### config.mk
export PLATFORM = sky130hd
export DESIGN_NAME = fifo_gen
export DESIGN_NICKNAME = d
export VERILOG_FILES = /design/src/rtl/fifo_gen.sv
export SDC_FILE = /design/constraint.sdc
export NUM_CORES = 1
export LEC_CHECK = 0
export BUFFER_PORTS_ARGS = -buffer_cell sky130_fd_sc_hd__buf_2
export CAP_MARGIN = 30
export CELL_PAD_IN_SITES_DETAIL_PLACEMENT = 0
export CELL_PAD_IN_SITES_GLOBAL_PLACEMENT = 2
export CORE_UTILIZATION = 47
export DETAILED_ROUTE_END_ITERATION = 12
export PLACE_DENSITY_LB_ADDON = 0.1
export SYNTH_ARGS = -nofsm -noshare
export SYNTH_HDL_FRONTEND = slang
export SYNTH_SLANG_ARGS = --single-unit
### constraint.sdc
create_clock -name CLK -period 7.4 [get_ports CLK]
set_input_delay 0.37 -clock CLK [delete_from_list [all_inputs] [get_ports CLK]]
set_output_delay 0.37 -clock CLK [all_outputs]
set_load 0.05 [all_outputs]
### src/rtl/fifo_gen.sv
// Synchronous circular-buffer FIFO with strobe/busy write and FWFT strobe/ack read, count, flags, flush, sticky errors.
// Latency: a word pushed at edge n is at FO_DAT with FO_STB=1 after edge n; one push and one pop per cycle.
// Backpressure: FI_BSY is high when full and refuses the write even if a pop happens in the same cycle.
module fifo_gen #(
  parameter int WIDTH  = 8,
  parameter int DEPTH  = 16,
  parameter int AFULL  = DEPTH - 4,
  parameter int AEMPTY = 2
) (
  input  logic                       CLK,
  input  logic                       RST,
  input  logic                       FLUSH,
  input  logic                       FI_STB,
  input  logic [WIDTH-1:0]           FI_DAT,
  output logic                       FI_BSY,
  output logic                       FI_AFULL,
  output logic                       FO_STB,
  output logic [WIDTH-1:0]           FO_DAT,
  input  logic                       FO_ACK,
  output logic                       FO_AEMPTY,
  output logic [$clog2(DEPTH):0]     FO_CNT,
  output logic                       ERR_OVF,
  output logic                       ERR_UNF
);

  localparam int AW = $clog2(DEPTH);
  localparam int CW = AW + 1;
  localparam logic [CW-1:0] DEPTH_C  = CW'(DEPTH);
  localparam logic [CW-1:0] AFULL_C  = CW'(AFULL);
  localparam logic [CW-1:0] AEMPTY_C = CW'(AEMPTY);

  logic [WIDTH-1:0] mem [DEPTH];
  logic [AW-1:0]    wr_ptr;
  logic [AW-1:0]    rd_ptr;
  logic [CW-1:0]    count;
  logic             err_ovf;
  logic             err_unf;

  logic full;
  logic empty;
  logic push;
  logic pop;

  // Status decoded from the registered count only, so no input reaches an output combinationally.
  always_comb begin
    full  = (count == DEPTH_C);
    empty = (count == '0);
    push  = FI_STB & ~full;
    pop   = FO_ACK & ~empty;
  end

  // Pointers, occupancy and sticky error flags; reset beats flush, flush discards same-cycle push/pop.
  always_ff @(posedge CLK) begin
    if (RST || FLUSH) begin
      wr_ptr  <= '0;
      rd_ptr  <= '0;
      count   <= '0;
      err_ovf <= 1'b0;
      err_unf <= 1'b0;
    end else begin
      if (push) wr_ptr <= wr_ptr + 1'b1;
      if (pop)  rd_ptr <= rd_ptr + 1'b1;
      case ({push, pop})
        2'b10:   count <= count + 1'b1;
        2'b01:   count <= count - 1'b1;
        default: count <= count;
      endcase
      if (FI_STB && full)  err_ovf <= 1'b1;
      if (FO_ACK && empty) err_unf <= 1'b1;
    end
  end

  // Storage array; contents are not cleared by reset or flush, only the pointers are.
  always_ff @(posedge CLK) begin
    if (push && !RST && !FLUSH) mem[wr_ptr] <= FI_DAT;
  end

  // Head data is forced to zero while empty so the post-reset value is defined without clearing the array.
  always_comb begin
    FO_DAT    = empty ? '0 : mem[rd_ptr];
    FO_STB    = ~empty;
    FI_BSY    = full;
    FI_AFULL  = (count >= AFULL_C);
    FO_AEMPTY = (count <= AEMPTY_C);
    FO_CNT    = count;
    ERR_OVF   = err_ovf;
    ERR_UNF   = err_unf;
  end

endmodule

* Yosys cells after proc, flatten, opt, wreduce, memory -nomap -nowiden *
Memory sizes are Yosys's and may differ from the RTL's. A register that Yosys moved wholly into a read port is not among the register bits.
Cells that the tools add are included.

word-level totals
  word-level logic and storage cells = 34
  bits in registers = 15
  bits in writable memories = 128
  output and inout port bits = 19
  memories kept = 1

cells by class
  add/sub/neg operators = 4
  muxes and demuxes = 6
  bitwise logic cells = 4
  reductions and logical operators = 9
  $lt $le $gt $ge = 2
  equality and inequality tests = 3

memory list
  name  words  bits a word  rd ports  clocked after memory_dff  write ports  line  RTL
  mem   16     8            1         1                         1            32    logic [WIDTH-1:0] mem [DEPTH];

operators with widths
  operator                                                            number
  case mux 5 bit (2 select lines)                                     1
  adder 4 x 1 -> 4 bit (second input constant)                        2
  two-way mux 4 bit                                                   2
  two-way mux 8 bit                                                   1
  adder 5 x 1 -> 5 bit (second input constant)                        1
  == test 5 bit (second input constant)                               1
  greater-or-equal comparator 5 x 4 -> 1 bit (second input constant)  1
  less-or-equal comparator 5 x 2 -> 1 bit (second input constant)     1
  zero test 5 bit                                                     1
  subtractor 5 x 1 -> 5 bit (second input constant)                   1
  logical AND 1 bit                                                   4
  bitwise AND 1 bit                                                   2
  == test 2 x 1 -> 1 bit (second input constant)                      1
  == test 2 bit (second input constant)                               1
  zero test 1 bit                                                     2
  two-way mux 1 bit                                                   2
  inverter 1 bit                                                      2
  nonzero test 2 bit                                                  1
  logical OR 1 bit                                                    1

* Longest topological paths before layout *
  depth after elaboration = 7
  mapped depth = 13
  depth with buffers taken out = 11

* Worst setup path after synthesis *
Ideal clock, no wire load.

  kind = register to register
  start point = reg count[2] (netlist: FO_CNT[2])
  end point = reg count[4] (netlist: FO_CNT[4])
  path slack = 4,573 ps
  clock period less this slack = 2,827 ps
  path buffers = 2
  required time = 7,269 ps
  arrival time = 2,696 ps
  stages on the path, launching flop included = 13
  path through = dfxtp_1 > buf_2 > nor4_4 > a21boi_2 > inv_1 > ha_1 > clkbuf_1 > xor2_1 > ha_1 > nor4b_1 > o21bai_1 > a21oi_1 > nor3b_1

on the way
  cells in the longest elaborated chain, start to end = 5
  elaborated cells on any way between the ends = 12
  those cells by class = add/sub (2); eq/ne (3); mux (1); bitwise (4); reduce/logical (2)

ends and longest elaborated chain
  what                                                                          line    RTL
  from (decl)                                                                   35      logic [CW-1:0] count;
  from (signal assigned)                                                        64      2'b10: count <= count + 1'b1;
  from (signal assigned)                                                        65      2'b01: count <= count - 1'b1;
  from (signal assigned)                                                        66      default: count <= count;
  == test 5 bit / zero test 5 bit (equally long branches)                       46, 47
  inverter 1 bit (on tied branches)                                             48, 49
  bitwise AND 1 bit (on tied branches)                                          48, 49
  == test 2 x 1 -> 1 bit / == test 2 bit (equally long branches)                63      case ({push, pop})
  case mux 5 bit (2 select lines) / nonzero test 2 bit (equally long branches)  n/a

Several ways; a longest one is shown, not always the timed one.
A chain may end at the register's enable or synchronous reset.

==> flow_metrics.tcl <==
set metrics [dict create \
    postCtsSetupRepairBufs 0 \
    critPathKind "reg2out" \
    dp_hpwl_um 7750 \
    fin_nets 390 \
    power_uw 1860 \
    critPathArrivalTime_ns 2.79 \
    min_period_ns 3.16 \
    die_x_um 114 \
    syn_area_per_cell_um2 18.6 \
    cts_hold_buf 0 \
    cts_buffers 17 \
    synth_area_mm2 0.00590 \
    ys_ff_latch 147 \
    regToRegSetupSlack_ns 4.70 \
    worst_pin_slew_ns 0.980 \
    place_area_mm2 0.00630 \
    routedWlPerCell_um 21.7 \
    path_max_fanout 28 \
    final_area_mm2 0.00691 \
    end_kind "primary output" \
    yosysWarningCount 0 \
    htree_levels 4 \
    internal-power_uw 1490 \
    fin_tns_setup_ns 0 \
    core_mm2 0.0121 \
    hold_class "in2reg" \
    initial_utilization_pct 48.7 \
    antenna_found_initial 0 \
    grt.overflow.total 0 \
    critPathRequiredTime_ns 7.03 \
    cts_tree "built" \
    holdWs_ns 0.233 \
    dieArea_mm2 0.0130 \
    cap_violations 0 \
    slew_viol_final 0 \
    drt-initial-drc-count 288 \
    area_growth_pct 17.1 \
    io_buffers 31 \
    rr_startpoint "FO_CNT[1]" \
    ant_nets 0 \
    drt-pass1-iter-count 4 \
    pwr-share-comb_pct 4.7 \
    ir_worst_vdd_mv 0.135 \
    grt_pass1_wl_um 18200 \
    place_congestion 0.700 \
    synth_cell_types 37 \
    grt_max_degree 33 \
    synth_edf_count 128 \
    p_leak_uw 0.00230 \
    synth_top_flop_cell "edfxtp_1" \
    rows 40 \
    pin_count 32 \
    vias 2955 \
    clk_latency_ns 0.41 \
    crit_path_start_kind "register" \
    outcome "completed" \
    drive_gt1_share_pct 31.2 \
    p_seq_share_pct 48.8 \
    fmax_mhz 316 \
    n_fill_cell 959 \
    synth.net_count 338 \
    switching_share_pct 20.0 \
    clk_pin_slew_ns 0.06 \
    hold_viol_final 0 \
    synth-async-reset-ratio_pct 0 \
    r2r_end "FO_CNT[4]" \
    diodes 0 \
    power_switching_uw 372 \
    avgViaCountPerCell 5.37 \
    clock_sinks 147 \
    skew_ns 0.00788 \
    setup_viol_count_final 0 \
    clock_path_buffers 2 \
    power_density_mw_per_mm2 269 \
    root_buffer "clkbuf_16" \
    cp-endpoint "FO_DAT[6]" \
    synth_seq_area_share_pct 71.6 \
    die-height_um 114 \
    layout_worst_path_cycle_share_pct 42.7 \
    routed_wl_um 12000 \
    reg2reg_depth 9 \
    grt_usage_pct 20.5 \
    clkPwrFrac_pct 46.5 \
    relSlewSlack_pct 34.4 \
    cts_resized 0 \
    grt_pass1_vias 3105 \
    syn_inst 318 \
    rsz0062_at_grt "no" \
    drc 0 \
]
## cell usage in the layout, fill, tap and decap left out, types with 4 or more instances in the layout
cell type  instances
a21oi_1            4
buf_4             13
mux4_2            40
nand2_1           14
nor2_1            37
clkbuf_16         17
and2_1             9
nor3_1             4
ha_1               7
dfxtp_1           18
bufinv_16          4
clkinv_2           4
xor2_1             6
buf_2             31
edfxtp_1         128
inv_1              4
## metal layers
metal / track usage [%] / up-vias / share of wire, %
met2: 32.7 / 70 / 50
met3: 5.08 / 14 / 3.7
met5: 0 / - / 0
li1: - / 1354 / -
met1: 26.8 / 1517 / 45
met4: 9.70 / 0 / 1.8
## sequential cells by signal, summed over array words and instances (netlist names), named ones only
register,cells
ERR_UNF,1
mem,128
ERR_OVF,1
rd_ptr,4
wr_ptr,4
FO_CNT,5
## cells by family (layout without fill, tap and decap cells)
group	Yosys count	after routing	share of synthesized area [%]
compound gates	11	11	1.25
xor+xnor	9	9	1.34
fa+ha+maj	7	7	1.48
buf+inv	17	81	1.50
flops	147	147	71.6
mux	44	44	16.0
simple gates	83	83	6.89
## power groups by stage
stage	combinational (µW)	sequential [µW]	clock, µW
final	87.8	908	864
after global routing	95.3	908	911
after CTS	89.5	908	881
after detailed placement	89.5	926	0
after global placement	88.2	925	0
after floorplan	57.3	929	0
## through the flow
stage	worst slack, ns	std cells	utilization (%)
after floorplan	4.57	318	-
after global placement	4.62	506	51.3
after detailed placement	4.60	517	52.0
after CTS	4.16	548	56.9
after global routing	4.06	550	57.1
final	4.24	550	57.1
## worst max-delay path: stages (launching register included)
cell	delay (ns)
dfxtp_2	0.41
buf_4	0.50
mux4_2	0.57
mux4_2	0.48
and2_1	0.19
buf_2	0.21
## synth_stat cells (all sizes together), types with 3 or more instances
cell type / number / share of area (%)
and2: 9 / 0.95
nor2: 37 / 2.4
mux2i: 3 / 0.51
a21oi: 4 / 0.34
inv: 4 / 0.25
clkbuf: 4 / 0.25
mux4: 40 / 15
buf: 9 / 1.0
xor2: 6 / 0.89
nand2: 14 / 0.89
edfxtp: 128 / 65
dfxtp: 19 / 6.4
ha: 7 / 1.5
xnor2: 3 / 0.45
nand3: 3 / 0.25
nor3: 4 / 0.34
## worst min path at each step
stage	startpoint	endpoint	slack (ns)	depth (start not counted)
after floorplan	FI_DAT[0]	mem[0][0]	0.47	0
after global placement	ERR_OVF	ERR_OVF	0.44	2
after detailed placement	ERR_OVF	ERR_OVF	0.46	2
after CTS	FI_STB	ERR_OVF	0.22	3
after global routing	FI_STB	ERR_OVF	0.25	3
final	FI_STB	ERR_OVF	0.23	3
## cell type report
type	instances	area [µm²]	share of cell area, %
clock inverters	13	166	2.41
multi-input cells	154	1590	23.0
flip-flops and latches	147	4230	61.1
repair buffers	46	275	3.98
inverters	4	15.0	0.217
well taps	168	210	3.04
clock buffers	18	429	6.21
Power figures use the tool's default switching activity.
